<file path="config.mk">
export PLATFORM = sky130hd
export DESIGN_NAME = fetch_unit
export DESIGN_NICKNAME = d
export VERILOG_FILES = /design/src/rtl/riscv_pkg.sv /design/src/rtl/fetch_buffer.sv /design/src/rtl/fetch_unit.sv
export SDC_FILE = /design/constraint.sdc
export NUM_CORES = 1
export LEC_CHECK = 0
export ABC_AREA = 0
export ABC_CLOCK_PERIOD_IN_PS = 8400
export CAP_MARGIN = 20
export CORE_ASPECT_RATIO = 0.8
export CORE_MARGIN = 3
export CORE_UTILIZATION = 46
export CTS_CLUSTER_DIAMETER = 60
export DETAILED_ROUTE_END_ITERATION = 12
export HOLD_SLACK_MARGIN = 0.15
export PLACE_DENSITY = 0.69
export SYNTH_ARGS = -nofsm -noshare
export SYNTH_HDL_FRONTEND = slang
export SYNTH_HIERARCHICAL = 1
export SYNTH_SLANG_ARGS = --single-unit
</file>
<file path="constraint.sdc">
create_clock -name clk -period 8.4 [get_ports clk]
set_input_delay 1.68 -clock clk [delete_from_list [all_inputs] [get_ports clk]]
set_output_delay 1.68 -clock clk [all_outputs]
set_load 0.01 [all_outputs]
</file>
<file path="src/rtl/riscv_pkg.sv">
// Shared fetch-stage types and constants: fetch FSM states, NOP encoding, PCSrc encodings
// and the {pc, instr} buffer entry.
package riscv_pkg;

    typedef enum logic [1:0] {
        StBoot  = 2'b00,
        StRun   = 2'b01,
        StFlush = 2'b10
    } fetch_state_e;

    localparam logic [31:0] NOP = 32'h0000_0013;

    localparam logic [1:0] PC_SEQ    = 2'b00;
    localparam logic [1:0] PC_BRANCH = 2'b01;
    localparam logic [1:0] PC_JUMP   = 2'b10;

    typedef struct packed {
        logic [31:0] pc;
        logic [31:0] instr;
    } fetch_entry_t;

endpackage

</file>
<file path="src/rtl/fetch_buffer.sv">
// FIFO of fetched {pc, instr} entries with synchronous clear; DEPTH must be a power of two.
module fetch_buffer
    import riscv_pkg::*;
#(
    parameter int unsigned DEPTH = 2
) (
    input  logic                     i_clk,
    input  logic                     i_rst,
    input  logic                     i_flush,
    input  logic                     i_push,
    input  fetch_entry_t             i_entry,
    input  logic                     i_pop,
    output fetch_entry_t             o_head,
    output logic [$clog2(DEPTH):0]   o_count,
    output logic                     o_full,
    output logic                     o_empty
);

    localparam int unsigned PtrW = $clog2(DEPTH);
    localparam logic [PtrW:0] DepthCnt = (PtrW + 1)'(DEPTH);

    fetch_entry_t     r_mem [DEPTH];
    logic [PtrW-1:0]  r_rd_ptr;
    logic [PtrW-1:0]  r_wr_ptr;
    logic [PtrW:0]    r_count;
    logic             w_push;
    logic             w_pop;

    always_comb begin
        w_pop  = i_pop && (r_count != '0);
        w_push = i_push && ((r_count != DepthCnt) || w_pop);
    end

    always_ff @(posedge i_clk) begin
        if (i_rst || i_flush) begin
            r_rd_ptr <= '0;
            r_wr_ptr <= '0;
            r_count  <= '0;
        end else begin
            if (w_push) r_wr_ptr <= r_wr_ptr + PtrW'(1);
            if (w_pop)  r_rd_ptr <= r_rd_ptr + PtrW'(1);
            if (w_push && !w_pop) begin
                r_count <= r_count + (PtrW + 1)'(1);
            end else if (w_pop && !w_push) begin
                r_count <= r_count - (PtrW + 1)'(1);
            end
        end
    end

    // Storage needs no reset: pointers and count define what is valid.
    always_ff @(posedge i_clk) begin
        if (w_push && !i_flush) r_mem[r_wr_ptr] <= i_entry;
    end

    assign o_head  = r_mem[r_rd_ptr];
    assign o_count = r_count;
    assign o_full  = (r_count == DepthCnt);
    assign o_empty = (r_count == '0);

endmodule

</file>
<file path="src/rtl/fetch_unit.sv">
// Instruction fetch stage: sequential prefetch into a small FIFO, redirect flush, 2-cycle latency.
// Optional performance counters are built when FETCH_PERF_EN is defined.
module fetch_unit
    import riscv_pkg::*;
#(
    parameter logic [31:0] RESET_PC  = 32'h0000_0000,
    parameter int unsigned BUF_DEPTH = 2
) (
    input  logic        clk,
    input  logic        rst,
    output logic        imem_req,
    output logic [31:0] imem_addr,
    input  logic [31:0] imem_rdata,
    input  logic        redirect_valid,
    input  logic [31:0] redirect_pc,
    output logic        instr_valid,
    input  logic        instr_ready,
    output logic [31:0] instr,
    output logic [31:0] instr_pc
`ifdef FETCH_PERF_EN
    ,
    output logic [31:0] perf_fetched,
    output logic [31:0] perf_stall
`endif
);

    localparam int unsigned   CntW     = $clog2(BUF_DEPTH) + 1;
    localparam logic [CntW:0] DepthOcc = (CntW + 1)'(BUF_DEPTH);

    fetch_state_e    r_state;
    fetch_state_e    w_state_next;
    logic [31:0]     r_pc;
    logic [31:0]     r_req_pc;
    logic            r_inflight;
    logic            w_deq;
    logic            w_push;
    logic            w_flush;
    logic            w_issue;
    logic            w_full;
    logic            w_empty;
    logic            w_unused;
    logic [CntW-1:0] w_count;
    logic [CntW:0]   w_occ;
    fetch_entry_t    w_head;
    fetch_entry_t    w_entry;

    always_ff @(posedge clk) begin
        if (rst) r_state <= StBoot;
        else     r_state <= w_state_next;
    end

    always_comb begin
        w_state_next = r_state;
        case (r_state)
            StBoot:  w_state_next = StRun;
            StRun:   w_state_next = redirect_valid ? StFlush : StRun;
            StFlush: w_state_next = redirect_valid ? StFlush : StRun;
            default: w_state_next = StBoot;
        endcase
    end

    always_comb begin
        w_deq   = !w_empty && instr_ready;
        // Slots committed after this cycle; the response of an issue always lands next cycle.
        w_occ   = {1'b0, w_count} + {{CntW{1'b0}}, r_inflight} - {{CntW{1'b0}}, w_deq};
        w_issue = (r_state != StBoot) && (w_occ < DepthOcc);
        w_flush = redirect_valid && (r_state != StBoot);
        // Responses landing in FLUSH belong to the abandoned path.
        w_push  = r_inflight && (r_state == StRun);
        w_entry.pc    = r_req_pc;
        w_entry.instr = imem_rdata;

        imem_req    = w_issue;
        imem_addr   = r_pc;
        instr_valid = !w_empty;
        instr       = w_empty ? NOP : w_head.instr;
        instr_pc    = w_empty ? 32'h0 : w_head.pc;
    end

    always_ff @(posedge clk) begin
        if (rst) begin
            r_pc       <= RESET_PC;
            r_req_pc   <= 32'h0;
            r_inflight <= 1'b0;
        end else begin
            r_inflight <= w_issue;
            if (w_issue) r_req_pc <= r_pc;
            if (w_flush) begin
                r_pc <= {redirect_pc[31:2], 2'b00};
            end else if (w_issue) begin
                r_pc <= r_pc + 32'd4;
            end
        end
    end

    fetch_buffer #(
        .DEPTH (BUF_DEPTH)
    ) u_fetch_buffer (
        .i_clk   (clk),
        .i_rst   (rst),
        .i_flush (w_flush),
        .i_push  (w_push),
        .i_entry (w_entry),
        .i_pop   (w_deq),
        .o_head  (w_head),
        .o_count (w_count),
        .o_full  (w_full),
        .o_empty (w_empty)
    );

    // Full is already implied by the occupancy check above.
    assign w_unused = ^{redirect_pc[1:0], w_full};

`ifdef FETCH_PERF_EN
    logic [31:0] r_perf_fetched;
    logic [31:0] r_perf_stall;

    always_ff @(posedge clk) begin
        if (rst) begin
            r_perf_fetched <= 32'h0;
            r_perf_stall   <= 32'h0;
        end else begin
            if (w_deq && (r_perf_fetched != 32'hFFFF_FFFF)) begin
                r_perf_fetched <= r_perf_fetched + 32'd1;
            end
            if (instr_valid && !instr_ready && (r_perf_stall != 32'hFFFF_FFFF)) begin
                r_perf_stall <= r_perf_stall + 32'd1;
            end
        end
    end

    assign perf_fetched = r_perf_fetched;
    assign perf_stall   = r_perf_stall;
`endif

endmodule

</file>
Word-level counts from Yosys, hierarchy flattened:

Memory sizes are Yosys's and may differ from the RTL's. A register that Yosys moved wholly into a read port is not among the register bits.
Index checks and enable logic that the tools add are counted.

* register bits after elaboration: 71
* RAM bits: 128
* word-level logic and storage cells: 55
* memories: 1

* add/subtract/negate cells: 7
* magnitude comparators: 1
* eq/ne operators: 3
* multiplexer cells: 12
* reductions and logical operators: 23

Memories
* u_fetch_buffer.r_mem: words 2, bits a word 64, rd ports 1, clocked after memory_dff 1, wr ports 1, RTL line fetch_buffer.sv:22 `fetch_entry_t r_mem [DEPTH];`

Operators by type and width (count)
* $mux 32: 4
* $add 32x3->32 const B: 1
* $logic_and 1x1->1: 9
* $reduce_bool 2->1: 4
* $mux 2: 3
* $logic_not 1->1: 4
* $logic_not 2->1: 2
* $mux 1: 4
* $pmux 2 s2: 1
* $reduce_or 2->1: 2
* $add 2x1->3: 1
* $lt 3x2->1 const B: 1
* $sub 3x1->3: 1
* $add 1x1->1 const B: 2
* $add 2x1->2 const B: 1
* $eq 2x1->1 const B: 1
* $eq 2x2->1 const B: 1
* $logic_or 1x1->1: 2
* $ne 2x2->1 const B: 1
* $sub 2x1->2 const B: 1

Logic depth before layout (Yosys ltp):

Gate-level depths: netlist of the first run.

* depth in word-level cells: 10
* mapped depth: 13
* depth with buffers taken out: 10

Hierarchy:

Netlist of the first run, hierarchy kept.

Modules (own cells, without submodules)
* fetch_buffer: times used 1, cells each 226, area an instance 4877.2 µm², sequential area each 3943.8 µm²
* fetch_unit: times used 1, cells each 463, area an instance 3520.9 µm², sequential area each 1261.2 µm²

Least setup slack after synthesis of the first run:

Ideal clock, no wire load.

* path kind: in2reg
* start point: input redirect_valid
* end point: memory u_fetch_buffer/r_mem[1][0] (netlist name) (enable)
* arrival: 6.993 ns
* setup slack: 0.828 ns
* stages on the path: 5
* cell sequence: nand2b_1 -> clkbuf_1 -> inv_1 -> clkbuf_1 -> nor3b_1

* word-level cells in the longest chain between the ends: 5

Ends and longest elaborated chain
* start: declaration: RTL line fetch_unit.sv:14 `input logic redirect_valid,`
* $logic_and 1x1->1: RTL line fetch_unit.sv:67 `w_flush = redirect_valid && (r_state != StBoot);`
* net w_flush: RTL line fetch_unit.sv:37 `logic w_flush;`
* $logic_not 1->1: RTL line fetch_buffer.sv:52 `if (w_push && !i_flush) r_mem[r_wr_ptr] <= i_entry;`
* $logic_and 1x1->1: RTL line fetch_buffer.sv:52
* $mux 1: RTL line fetch_buffer.sv:52
* $mux 1 (implied by the code): RTL line fetch_buffer.sv:52
* end: declaration: RTL line fetch_buffer.sv:22

The timed path passes the listed nets, and every way through them passes these cells.

Worst setup path after layout of the first run:

* start point: input instr_ready
* end point: output imem_req

* word-level cells in the longest chain between the ends: 4

Ends and longest elaborated chain
* start: declaration: RTL line fetch_unit.sv:17 `input logic instr_ready,`
* $logic_and 1x1->1: RTL line fetch_unit.sv:63 `w_deq = !w_empty && instr_ready;`
* net w_deq: RTL line fetch_unit.sv:35 `logic w_deq;`
* $sub 3x1->3: RTL line fetch_unit.sv:65 `w_occ = {1'b0, w_count} + {{CntW{1'b0}}, r_inflight} - {{CntW{1'b0}}, w_deq};`
* $lt 3x2->1: RTL line fetch_unit.sv:66 `w_issue = (r_state != StBoot) && (w_occ < DepthOcc);`
* $logic_and 1x1->1: RTL line fetch_unit.sv:66
* end: declaration: RTL line fetch_unit.sv:11 `output logic imem_req,`

The timed path passes the listed nets, and every way through them passes these cells.

==> metrics, run 1 <==
largest net degree at the start of global routing=67; DRT antenna net count=0; drt drc=0; IO buf count=161; share of cells above drive strength 1=0.0624; CTS buffer count=17; Setup WS post-layout=1.52 ns; Vias=5814; final setup fails=0; clk sinks=196; antenna violations before repair=0; number of global-route vias before repair=5850; Hold Slack=0.452 ns; area occupied by multi-input gates=2940 um^2; Final TNS setup=0 ns; crit start category=input port; Via density=5.41; # IOs=166; measured slew at the worst slew-check pin=0.958 ns; Reg clk slew, reported paths=0.07 ns; die height=127 um; Clock Latency Late Sink=0.42 ns; Iter 0 DRT Violations=399; synthesized area per cell=12.2 um^2; Synth-to-Final Area Change=28.1%; outcome=completed; Hold Path Class=flip-flop to flip-flop; DR WL/cell=17.7 um; Crit path arrival time=5.20 ns; worst-path fanout max=33; WL final=19000 um; fin crit share=0.819; clk root buf=clkbuf_16; GP Congestion=0.824; Resize count post-CTS=0; row count=43; CTS tree=yes; cell count after synthesis=688; fmax=145 MHz; Leakage Power=0.00350 uW; slew margin rel.=0.357; GR Overflow Total=0; flop2flop setup slack=3.88 ns; cell area power density=208 nW/um^2; initial core utilization=0.477; post-route minimum period=6.88 ns; Worst VDD drop=0.000123 V; first-pass GRT wire length=30300 um; Clock Skews=0.0101 ns; final-report hold violation count=0; RSZ-0062 raised after global routing=false; dpl hpwl=12200 um; Fillers=1385; total global-route track usage=0.192; Layout Nets=912; Synthesis Warnings=6; CP endpoint kind=primary output; clk buf depth=2; ANT cells=0; die area=19900 um^2; number of max-cap violations=0; cts hold-fix bufs=0; fin. max-slew vios=0; Register Area=5210 um^2; Initial DRT Pass Iterations=5; Chip Width=157 um; worst slack, placed=1.53 ns; Crit path required time=6.72 ns; # Post-CTS Setup Buffers=0; synthesized cell area=8390 um^2; core area=17600 um^2; critical path class=input port to primary output; H-tree levels=4
-- placed cells by master, fill, tap and decap left out, types with 4 or more instances in the layout --
cell type          n
nand4_1           10
and2_1             5
or4_1              8
nor3_1             8
nor2_1            18
buf_4              9
mux2_1            60
and3_1             7
a211oi_1           8
conb_1             6
o31ai_1            9
o21ai_0           25
mux2_2             4
nand3_1           11
and4_1             6
a21oi_1           33
ha_1               6
xor2_1             8
clkdlybuf4s50_1  161
edfxtp_1         128
nor4_1            11
a31oi_1            9
dfxtp_1           67
nand2_1           77
inv_1             12
nor2b_1           63
o31a_1             4
clkbuf_16         18
or3_1             10
-- final cells by class --
type | count | share of cell area
Clock inverter | 9 | 0.0106
Clock buffer | 23 | 0.0455
Tap cell | 225 | 0.0262
Timing Repair Buffer | 170 | 0.156
Multi-Input combinational cell | 439 | 0.273
Inverter | 13 | 0.00454
Sequential cell | 196 | 0.484
-- sequential cells by signal, summed over array words and instances (netlist names), named ones only --
register                 flops
u_fetch_buffer/o_count       2
r_inflight                   1
r_state                      2
u_fetch_buffer/r_mem       128
r_req_pc                    30
u_fetch_buffer/r_rd_ptr      1
u_fetch_buffer/r_wr_ptr      1
imem_addr                   30
-- final timing paths --
path                                      endpoint  depth (start not counted)                                   start
max                                       imem_req                         10                             instr_ready
min reg2reg  u_fetch_buffer/r_mem[0][54]$_DFFE_PP_                          0               r_req_pc[22]$_SDFFE_PP0P_
min          u_fetch_buffer/r_mem[0][54]$_DFFE_PP_                          0               r_req_pc[22]$_SDFFE_PP0P_
max reg2reg             imem_addr[28]$_SDFFE_PP0P_                         10  u_fetch_buffer/o_count[1]$_SDFFE_PP0P_
-- critical path, stage by stage --
cell	delay (ns)
clkdlybuf4s50_1	0.49
nor2b_1	0.30
ha_1	0.28
nand2b_1	0.15
fa_1	0.38
xnor2_1	0.78
nand2_1	0.17
clkinv_1	0.07
buf_4	0.30
clkdlybuf4s50_1	0.60
-- report_power, final --
| part | internal [uW] | leakage, uW | switching [uW] | total [uW] |
|---|---|---|---|---|
| Clock | 476 | 0.000296 | 346 | 822 |
| Combinational | 148 | 0.00153 | 155 | 303 |
| Sequential | 1070 | 0.00167 | 44.4 | 1120 |
-- metal layers --
metal | vias to the layer above | global-route usage | part of all wire
met5 | - | 0 | 0
met4 | 0 | 0.0541 | 0.0099
met3 | 18 | 0.0542 | 0.080
met2 | 255 | 0.288 | 0.43
met1 | 2745 | 0.273 | 0.48
li1 | 2796 | - | -
-- through the flow --
stage | util | std cells | area [um^2] | total power [uW]
2_1_floorplan | - | 693 | 8410 | 1280
3_3_place_gp | 0.577 | 1043 | 10200 | 1430
3_5_place_dp | 0.577 | 1043 | 10200 | 1440
4_1_cts | 0.611 | 1075 | 10800 | 2260
5_1_grt | 0.611 | 1075 | 10800 | 2330
6_report | 0.611 | 1075 | 10800 | 2240
Note: power is estimated with default switching activity, not from simulation.
==> run 2: changes to the inputs <==
Settings changed: ABC_CLOCK_PERIOD_IN_PS 8400 to 6900.
Clock period 8.4 ns to 6.9 ns, I/O delays scaled along.
==> metrics, run 2 (synthesis results as in run 1) <==
Iter 0 DRT Violations=353; fin. max-slew vios=0; CP endpoint kind=primary output; initial core utilization=0.477; Layout Nets=914; Leakage Power=0.00351 uW; Initial DRT Pass Iterations=4; Final TNS setup=0 ns; Reg clk slew, reported paths=0.07 ns; DR WL/cell=17.5 um; CTS buffer count=17; WL final=18900 um; Crit path required time=5.52 ns; ANT cells=0; GP Congestion=0.861; critical path class=input port to primary output; clk buf depth=2; post-route minimum period=5.67 ns; fmax=176 MHz; outcome=completed; Hold Path Class=flip-flop to flip-flop; Vias=5807; cts hold-fix bufs=0; die area=19900 um^2; first-pass GRT wire length=29900 um; IO buf count=161; core area=17600 um^2; RSZ-0062 raised after global routing=false; Register Area=5210 um^2; Clock Latency Late Sink=0.43 ns; Chip Width=157 um; clk sinks=196; Final Cell Area=10800 um^2; DRT antenna net count=0; number of global-route vias before repair=5754; largest net degree at the start of global routing=67; final setup fails=0; cell area power density=250 nW/um^2; CTS tree=yes; share of cells above drive strength 1=0.0692; dpl hpwl=12300 um; Worst VDD drop=0.000159 V; area post-placement=10200 um^2; area occupied by multi-input gates=2950 um^2; row count=43; Crit path arrival time=4.29 ns; die height=127 um; total global-route track usage=0.191; final-report hold violation count=0; H-tree levels=4; most common cell after layout, fill and taps aside=clkdlybuf4s50_1; Clock Skews=0.00879 ns; max FFs per register=128; Via density=5.39; drt drc=0; fin crit share=0.822; number of max-cap violations=0; clk root buf=clkbuf_16; Resize count post-CTS=0; worst-path fanout max=6; crit start category=input port; Fillers=1369; Largest Register=u_fetch_buffer/r_mem; antenna violations before repair=0; Synth-to-Final Area Change=28.9%; # Post-CTS Setup Buffers=0; # IOs=166; GR Overflow Total=0; commonest cells after routing, fill and taps aside=clkdlybuf4s50_1 (161), edfxtp_1 (128), nand2_1 (77); measured slew at the worst slew-check pin=0.875 ns; Total Power=2710 uW; slew margin rel.=0.417
==> run 2: cell count changes in the layout (fill, tap and decap cells not counted), moves of 2 or more <==
cell,previous run,this run
inv_6,3,5
inv_8,0,3
clkinvlp_4,0,2
buf_12,0,2
clkbuf_1,3,0
buf_4,9,7
==> run 2: path summary, 6_finish.rpt <==
| path | start | endpoint | slack (ns) | cells past startpoint |
|---|---|---|---|---|
| setup / recovery | instr_ready | imem_req | 1.23 | 9 |
| hold reg to reg | r_req_pc[6]$_SDFFE_PP0P_ | u_fetch_buffer/r_mem[1][38]$_DFFE_PP_ | 0.46 | 0 |
| hold / removal | r_req_pc[6]$_SDFFE_PP0P_ | u_fetch_buffer/r_mem[1][38]$_DFFE_PP_ | 0.46 | 0 |
| setup reg to reg | u_fetch_buffer/o_count[1]$_SDFFE_PP0P_ | imem_addr[28]$_SDFFE_PP0P_ | 3.00 | 10 |
==> run 2: per-layer routing <==
metal  wire length, um  track usage
met5                 0            0
met4               201       0.0602
met3              1470       0.0539
met2              8120        0.288
met1              9100        0.268
==> run 2: critical path: stages <==
cell             delay, ns
clkdlybuf4s50_1       0.48
nor2b_1               0.31
ha_1                  0.29
nand2b_1              0.15
fa_1                  0.52
nor2b_1               0.36
nand2_1               0.14
clkinv_1              0.11
clkdlybuf4s50_1       0.54
==> run 2: cell type report <==
cell class	instances	share of cell area
clock buffers	19	0.0419
clock inverters	13	0.0126
inverters	13	0.00451
multi-input cells	439	0.272
flip-flops and latches	196	0.481
well taps	225	0.0260
repair buffers	172	0.161
==> run 2: power breakdown <==
part / leakage [uW] / internal (uW) / switching, uW
Combinational: 0.00155 / 185 / 191
Sequential: 0.00167 / 1300 / 53.8
Clock: 0.000287 / 530 / 443
Total: 0.00351 / 2020 / 687
==> run 2: stage by stage <==
step,worst slack [ns],hold WS (ns),std cells,util
floorplan,1.87,0.425,693,-
global placement,1.29,0.432,1043,0.579
detailed placement,1.23,0.444,1043,0.579
CTS,1.23,0.461,1075,0.613
global route,1.08,0.471,1077,0.615
finish,1.23,0.460,1077,0.615
==> RTL edit, RTL diff (settings of run 2) <==
Build with the macro `FETCH_PERF_EN` defined.
--- a/src/rtl/fetch_unit.sv
+++ b/src/rtl/fetch_unit.sv
@@ -1,5 +1,7 @@
 // Instruction fetch stage: sequential prefetch into a small FIFO, redirect flush, 2-cycle latency.
 // Optional performance counters are built when FETCH_PERF_EN is defined.
+`define FETCH_PERF_EN
+
 module fetch_unit
     import riscv_pkg::*;
 #(
Function (old outputs only; new: perf_fetched and perf_stall): kept (equiv_simple and equiv_induct, registers matched by name and starting in step).
==> RTL edit against run 2 <==
  * Worst hold slack got worse by 0.0043 ns
  * Area after synthesis rose by 36%
  * Total power increased by 28%
  * Utilization grew 0.18 points
  * Worst setup slack better by 0.17 ns
  * Synthesized cell count is 51% higher
  * Final area increased by 36%
  * Routed wire length increased by 45%
  * Sequential cell count increased by 64
  * Sequential power rose by 27%
  * First-iteration DRC count increased by 34%
  * Critical path depth up 1
  * Global-route usage rose by 0.94 points
  * Via count is 46% higher
  * Critical endpoint unchanged
==> RTL edit: results (changes against run 2) <==
status -> complete, no violations
clock power share -> 39.2% (+3.3 points)
worst reg2reg path depth -> 11 (+1)
Lkg Pwr -> 0.004636 µW (+32%)
via count -> 8497 (+46%)
Clock Latency Late Sink -> 0.52 ns (+0.09 ns)
Max Root-Sink Buffers -> 3 (+1)
Worst Clk Skew -> 0.01103 ns (+0.002246 ns)
critical path peak fanout -> 7 (+1)
first-pass GRT wire length -> 44.10 mm (+47%)
combinational power share -> 11.0% (-2.9 points)
R2R Setup Slk -> 3.31 ns (+0.31 ns)
total power divided by cell area -> 235.7 mW/mm² (-5.8%)
Critical R2R Capture -> imem_addr[18]
Routed met2 length -> 12.08 mm (+49%)
worst slack, placed -> 1.390 ns (+0.1608 ns)
hold slack -> 0.4559 ns (-0.004284 ns)
vias per cell -> 5.391 (about the same)
largest net degree at the start of global routing -> 94 (+40%)
Max rail drop VDD -> 160.5 µV (+1.0%)
total CTS buffers -> 27 (+10)
Hold EP -> u_fetch_buffer/r_mem[1][50]
switch share -> 23.82% (-1.6 points)
Post-Syn Instances -> 1036 (+51%)
CP arrival -> 4.12 ns (-0.17 ns)
fillcell total -> 2004 (+46%)
Slew @ Worst Pin -> 1.051 ns (+0.1759 ns)
gpl congestion -> 0.8298 (-3.7%)
RTL edit: critical path, delay by kind of cell:
kind	cells	cell delay, ns
adder cells (fa/ha/maj)	2	0.72
buffers and inverters	4	1.33
AND/OR/NAND/NOR	4	0.70
RTL edit: layout make-up:
class | count | area (µm²) | share of cell area [%]
multi-input cells | 702 | 4586 | 31.19
repair buffers | 233 | 2335 | 15.88
inverters | 20 | 75.07 | 0.5106
clock inverters | 8 | 38.79 | 0.2638
flip-flops and latches | 260 | 6490 | 44.14
clock buffers | 41 | 788.3 | 5.361
well taps | 312 | 390.4 | 2.655
RTL edit: per-stage QoR:
step,cell area (µm²),utilization (%)
after floorplan,11410,-
after global placement,13860,58.13
after detailed placement,13860,58.13
after CTS,14680,61.60
after global routing,14700,61.69
final,14700,61.69
RTL edit: layer usage:
layer | vias to the layer above | GRT usage [%]
li1 | 4174 | -
met2 | 229 | 31.11
met5 | - | 0
met1 | 4053 | 28.53
met3 | 41 | 5.248
met4 | 0 | 4.073
